### config.mk
export PLATFORM = sky130hd
export DESIGN_NAME = systolic_result_writer
export DESIGN_NICKNAME = d
export VERILOG_FILES = /design/src/rtl/systolic_result_writer.sv
export SDC_FILE = /design/constraint.sdc
export NUM_CORES = 1
export LEC_CHECK = 0
export BUFFER_PORTS_ARGS = -buffer_cell sky130_fd_sc_hd__buf_4
export CELL_PAD_IN_SITES_DETAIL_PLACEMENT = 0
export CELL_PAD_IN_SITES_GLOBAL_PLACEMENT = 1
export CORE_AREA = 2 2 229 231
export CTS_BUF_LIST = sky130_fd_sc_hd__clkbuf_16
export CTS_CLUSTER_DIAMETER = 150
export DETAILED_ROUTE_END_ITERATION = 8
export DIE_AREA = 0 0 231 233
export GPL_TIMING_DRIVEN = 1
export HOLD_SLACK_MARGIN = 0.08
export PLACE_DENSITY_LB_ADDON = 0.2
export SYNTH_ARGS = -nofsm -noshare
export SYNTH_HDL_FRONTEND = slang
export SYNTH_SLANG_ARGS = --single-unit
### constraint.sdc
create_clock -name clk -period 12 [get_ports clk]
set_clock_uncertainty 0.15 [all_clocks]
set_input_delay 0 -clock clk [delete_from_list [all_inputs] [get_ports clk]]
set_output_delay 0 -clock clk [all_outputs]
set_load 0.03 [all_outputs]
### src/rtl/systolic_result_writer.sv
// Drain stage for the systolic array: snapshots the SIZE x SIZE result matrix
// on a rising array_done and streams it row-major as bytes over valid/ready.
module systolic_result_writer #(
   parameter int SIZE         = 4,
   parameter int RESULT_WIDTH = 32,
   parameter int ADDR_WIDTH   = 16
) (
   input  logic                    clk,
   input  logic                    reset_n,
   input  logic                    array_done,
   input  logic [RESULT_WIDTH-1:0] result_data [0:SIZE-1][0:SIZE-1],
   input  logic [ADDR_WIDTH-1:0]   base_addr,
   input  logic                    abort,
   input  logic                    clear_status,
   output logic                    mem_valid,
   input  logic                    mem_ready,
   output logic [ADDR_WIDTH-1:0]   mem_addr,
   output logic [7:0]              mem_wdata,
   output logic                    busy,
   output logic                    write_done,
   output logic                    range_err,
   output logic                    overrun_err,
   output logic [15:0]             matrices_written,
   output logic [1:0]              dbg_state_o
);

   localparam int NELEM = SIZE * SIZE;
   localparam int IDX_W = $clog2(NELEM);
   localparam logic [IDX_W-1:0] LAST_IDX = IDX_W'(NELEM - 1);

   localparam logic [1:0] ST_IDLE   = 2'd0;
   localparam logic [1:0] ST_SNAP   = 2'd1;
   localparam logic [1:0] ST_WRITE  = 2'd2;
   localparam logic [1:0] ST_FINISH = 2'd3;

   // Handshake: a byte transfers on any rising clk where mem_valid && mem_ready;
   // while mem_ready is low, mem_valid, mem_addr and mem_wdata hold steady.

   logic [1:0]            state_q, state_d;
   logic [IDX_W-1:0]      idx_q, idx_d;
   logic [ADDR_WIDTH-1:0] base_q, base_d;
   logic                  done_q;
   logic                  seen_low_q;
   logic                  range_q, range_d;
   logic                  overrun_q, overrun_d;
   logic [15:0]           count_q, count_d;
   logic [7:0]            buf_q [0:NELEM-1];

   logic [7:0]            snap_bytes [0:NELEM-1];
   logic                  snap_over;
   logic                  rise;
   logic                  xfer;

   // A level already high out of reset must fall once before it can count as a rise.
   assign rise = array_done && !done_q && seen_low_q;
   assign xfer = (state_q == ST_WRITE) && mem_ready;

   always_comb begin
      snap_bytes = '{default: 8'h00};
      snap_over  = 1'b0;
      for (int r = 0; r < SIZE; r++) begin
         for (int c = 0; c < SIZE; c++) begin
            if ((result_data[r][c] >> 8) != '0) begin
               snap_bytes[r*SIZE + c] = 8'hFF;
               snap_over              = 1'b1;
            end else begin
               snap_bytes[r*SIZE + c] = result_data[r][c][7:0];
            end
         end
      end
   end

   always_comb begin
      state_d   = state_q;
      idx_d     = idx_q;
      base_d    = base_q;
      range_d   = clear_status ? 1'b0 : range_q;
      overrun_d = clear_status ? 1'b0 : overrun_q;
      count_d   = clear_status ? 16'd0 : count_q;
      case (state_q)
         ST_IDLE: begin
            if (rise) begin
               state_d = ST_SNAP;
               base_d  = base_addr;
               idx_d   = '0;
               if (snap_over) range_d = 1'b1;
            end
         end
         ST_SNAP: begin
            state_d = abort ? ST_IDLE : ST_WRITE;
         end
         ST_WRITE: begin
            if (abort) begin
               state_d = ST_IDLE;
            end else if (xfer) begin
               if (idx_q == LAST_IDX) state_d = ST_FINISH;
               else                   idx_d   = idx_q + IDX_W'(1);
            end
         end
         ST_FINISH: begin
            state_d = ST_IDLE;
            count_d = count_d + 16'd1;
         end
         default: state_d = ST_IDLE;
      endcase
      if (rise && (state_q != ST_IDLE)) overrun_d = 1'b1;
   end

   always_ff @(posedge clk or negedge reset_n) begin
      if (!reset_n) begin
         state_q    <= ST_IDLE;
         idx_q      <= '0;
         base_q     <= '0;
         done_q     <= 1'b0;
         seen_low_q <= 1'b0;
         range_q    <= 1'b0;
         overrun_q  <= 1'b0;
         count_q    <= 16'd0;
      end else begin
         state_q    <= state_d;
         idx_q      <= idx_d;
         base_q     <= base_d;
         done_q     <= array_done;
         seen_low_q <= seen_low_q | ~array_done;
         range_q    <= range_d;
         overrun_q  <= overrun_d;
         count_q    <= count_d;
      end
   end

   // Snapshot storage carries no reset; outputs are gated off outside WRITE.
   always_ff @(posedge clk) begin
      if ((state_q == ST_IDLE) && rise) buf_q <= snap_bytes;
   end

   assign mem_valid        = (state_q == ST_WRITE);
   assign mem_addr         = mem_valid ? (base_q + ADDR_WIDTH'(idx_q)) : '0;
   assign mem_wdata        = mem_valid ? buf_q[idx_q] : 8'h00;
   assign busy             = (state_q == ST_SNAP) || (state_q == ST_WRITE);
   assign write_done       = (state_q == ST_FINISH);
   assign range_err        = range_q;
   assign overrun_err      = overrun_q;
   assign matrices_written = count_q;
   assign dbg_state_o      = state_q;

endmodule
# Word-level counts from Yosys, hierarchy flattened
# Cells that the tools add are included.
# totals
ff_bits	170
output_inout_bits	47
elab_cells	111
# classes
addsub	3
order_cmp	1
n_eq_ne	10
n_mux	40
bitwise	3
reduce_logical	30
# op_table
cell	count
nonzero test 32 bit	16
2-to-1 mux 16 bit	3
binary-select mux 8 bit (select 4 bit)	1
2-to-1 mux 8 bit	3
2-to-1 mux 1 bit	22
adder 16 x 1 -> 16 bit (second input constant)	1
adder 16 x 4 -> 16 bit	1
2-to-1 mux 4 bit	4
2-to-1 mux 2 bit	5
case mux 2 bit (4 select lines)	1
case mux 4 bit (2 select lines)	1
inequality test 2 bit (second input constant)	3
inequality test 3 x 2 -> 1 bit (second input constant)	2
nonzero test 2 bit	3
greater-or-equal comparator 5 bit (second input constant)	1
logical AND 1 bit	5
inverter 4 -> 5 bit	1
AND reduction 5 bit	1
adder 4 x 1 -> 4 bit (second input constant)	1
== test 2 bit (second input constant)	2
== test 4 bit (second input constant)	1
AND reduction 3 bit	1
== test 2 x 1 -> 1 bit (second input constant)	1
zero test 2 bit	1
other kinds (6)	6

# Logic depth before layout (Yosys ltp)
# depth
ltp_word	20
ltp_mapped	8
mapped_depth_nobuf	8

# Worst setup path before layout
# Ideal clock, no wire load.
# synth_timing
path_type	register to register
start	reg state_q[0] (netlist: dbg_state_o[0])
end	reg buf_q[0] in the netlist's numbering, enable pin
arrival_time_ns	5.101
t_required_ns	11.308
path_slack_ns	6.207
stages_incl_launch_ff	7
path_buffers	2
period_less_slack_ns	5.793
cell_sequence	dfrtp_1 inv_1 ha_1 clkbuf_1 nand4b_1 clkinv_1 clkbuf_1
# synth_between
elab_chain_len	2
# synth_lines
item	line_no	source
start: declaration	39	logic [1:0] state_q, state_d;
start signal: assignment	120	state_q <= state_d;
zero test 2 bit	133	if ((state_q == ST_IDLE) && rise) buf_q <= snap_bytes;
logical AND 1 bit	133	
end signal: assignment	133	
end: declaration	47	logic [7:0] buf_q [0:NELEM-1];
# Every way passes these cells.
# A chain may end at the register's enable or synchronous reset.

# Worst setup path in the final report
# layout_timing
start	reg state_q[0] (netlist: dbg_state_o[0])
end	reg range_q (netlist: range_err)
# layout_between
elab_chain_len	2
# layout_lines
item	line_no	source
zero test 2 bit	80	case (state_q)
2-to-1 mux 1 bit	80	
net range_d	44	logic range_q, range_d;
end signal: assignment	125	range_q <= range_d;
end: declaration	44	
# The timed path passes the listed nets, and every way through them passes these cells.

==> flow_summary.toml <==
[run_status]
outcome = "finished clean"

[power_and_ir_drop]
powerDensity_mw_per_mm2 = 104
static-leakage-power_uw = 0.00590
ir_worst_vdd_mv = 0.0855

[synthesis]
synth_area_mm2 = 0.00874
synthTopCellsByArea = "edfxtp_1 (44%), dfrtp_1 (12%), mux4_2 (10%)"
async_reset_ff_frac = 0.247
netlist_instances = 705
ys_seq_area_frac = 0.560
yosysWarnings = 0
yosysMostFrequentCell = "or3_1"
avgSynthCellArea_um2 = 12.4
synth_top_area_cell = "edfxtp_1"
ys_ff_latch = 170
synth_cell_types = 39
synth-edff-count = 128
synth_ff_type = "edfxtp_1"
synth_commonest_cells = "or3_1 (132), edfxtp_1 (128), nor4_1 (106)"
synth_nets = 1250
synth_top_area_frac = 0.440

[finish]
utilization = 0.334
nets = 2091
seq_area_mm2 = 0.00490
multi_input_area_mm2 = 0.00373
fillers = 5345
fin_cells = 2241
fin_area_mm2 = 0.0171
syn_to_final_growth_pct = 95.0
drive_above_1_share = 0.421

[critical_path]
cpMostUsedCell = "o21ai_0"
cp_num_buf_inv = 3
cp.depth = 7
critPathCapture = "range_err"
reg2reg_slack_ps = 7940
slowest_delay_ps = 840
required_ps = 12210
worstSetupStartpointType = "register"
path_class = "register to register"
cp_slowest_cell = "buf_4"
r2r-start = "dbg_state_o[0]"
r2r-end = "range_err"
arrival_ps = 4260
path_max_fanout = 77
crit_path_end_kind = "register"
crit_path_start = "dbg_state_o[0]"
crit_path_cell_trace = "inv_1 > ha_1 > nand4b_1 > inv_6 > buf_4 > o21ai_0 > o21ai_0"
ff2ff_path_depth = 7
worst_path_dominant_cell_family = "buffers and inverters"

[drt]
vias = 9277
drtIter0Drc = 357
drc = 0
first_pass_iters = 4
wl_met3_um = 1850
wl_met1_um = 16400
top_layer = "met4"
viasPerCell = 4.14
antenna_left = 0
wl_met2_um = 21900
wirelength_um = 40700
detail_route.wl_per_cell_um = 18.2

[grt]
grt_pass1_vias = 10200
grt_max_degree = 78
grt-ovfl-total = 0
grt_pass1_wl_um = 60100
antenna_found_initial = 2
grt_use_total = 0.149

[floorplanning]
initial_core_util = 0.171
die_w_um = 231
rows = 83
die_h_um = 233
core_area_mm2 = 0.0511
dieArea_mm2 = 0.0538
ios = 581

[place]
post_dp_cell_area_mm2 = 0.0139
io_buffers = 580
gp_congestion = 0.784
dp.cells = 1949
dp_hpwl_um = 32800

[sta]
slew_headroom = 0.316
tns_ps = 0
fin_crit_ps = 4060
hold_viol = 0
max_freq_ghz = 0.247
finalSetupViolations = 0
min_period_over_period = 0.338
timing.hold.ws_ps = 74.3
rsz0062_at_grt = "false"
tightestPinTransition_ps = 1030
drv_slew = 0

[clocking]
cts.sinks = 170
clk_pin_slew_ps = 70
cts_tree = "done"
root_buffer = "clkbuf_16"
cts_resized = 0
post_cts_buffers = 0
clk_path_buf_depth = 2
clk_latency_ps = 440
htreeDepth = 4
numCtsBuffers = 17

[min_path]
worst_hold_path_type = "primary input to register"

[run]
drv_cap = 0
flip-flops by register name, summed over array words and instances (netlist names):
signal            cells
buf_q               128
matrices_written     16
done_q                1
seen_low_q            1
idx_q                 4
base_q               16
dbg_state_o           2
range_err             1
overrun_err           1
cell families after synthesis:
logic type / synth area share
xor gates and xnor gates: 0.0240
muxes: 0.107
buffers and inverters: 0.0133
AOI/OAI and AO/OA: 0.0176
adders and majority gates: 0.0166
DFF: 0.560
and+or+nand+nor: 0.262
per-stage QoR:
step | worst slack, ps | power, uW
after floorplan | 6210 | 971
final | 7940 | 1780
after global placement | 8060 | 1190
after CTS | 7870 | 1810
after global routing | 7540 | 1870
after detailed placement | 7890 | 1200
per-layer routing:
layer  vias up  GRT usage
met2       273      0.277
met5         -          0
met4         0     0.0347
li1       4517          -
met3        23     0.0313
met1      4464      0.174
power breakdown:
part / internal [uW] / total [uW] / leakage [uW] / switching, uW
combinational: 255 / 497 / 0.00434 / 241
sequential: 683 / 722 / 0.00130 / 39.7
clock: 306 / 557 / 0.000263 / 251
worst register-to-register path: cells and delay by family (launching register included):
family | cells | cell delay, ps
fa+ha+maj | 1 | 290
buf+inv | 3 | 1840
flops | 1 | 430
compound gates | 2 | 490
simple gates | 1 | 760
what timing repair did:
item                                    in CTS  in global routing
hold endpoints to repair                   212                  0
hold buffers                               258                  0
endpoints found under the setup margin       0                  0
worst min-delay path by stage:
stage                      from                  end  depth (start not counted)
2_1_floorplan           reset_n            base_q[0]                          0
3_3_place_gp            reset_n  matrices_written[9]                          1
3_5_place_dp            reset_n  matrices_written[8]                          1
4_1_cts        result_data[114]            buf_q[24]                          4
5_1_grt        result_data[114]            buf_q[24]                          4
6_report        result_data[50]            buf_q[14]                          4
final cells by class:
type	count	share of cell area
clock buffer	17	0.0249
inverter	6	0.00161
tap	680	0.0499
clock inverter	15	0.00866
antenna	2	0.000293
timing repair buffer	840	0.409
multi-input combinational	511	0.219
sequential	170	0.287
cell usage in the layout (no fill, tap or decap), types with 2 or more instances in the layout:
cell	Yosys	routed
nor3b_1	4	4
xor2_1	10	10
nand2b_1	2	2
inv_6	0	5
edfxtp_1	128	128
dfrtp_1	42	40
clkinvlp_4	0	5
nand3_1	8	8
dfrtp_2	0	2
nor2b_1	7	7
buf_4	1	582
and2_1	10	10
mux4_2	40	40
ha_1	10	10
a21o_1	4	4
nand2_1	76	76
diode_2	0	2
inv_1	4	4
or3_1	132	132
bufinv_16	0	2
a21oi_1	7	7
dlygate4sd3_1	0	257
nor4_1	106	106
mux2_2	2	2
xnor2_1	14	14
nor3_1	4	4
o21ai_0	10	10
nand4_1	27	27
clkinv_1	2	5
nor2_1	26	26
clkbuf_16	0	17
Power figures use the tool's default switching activity.
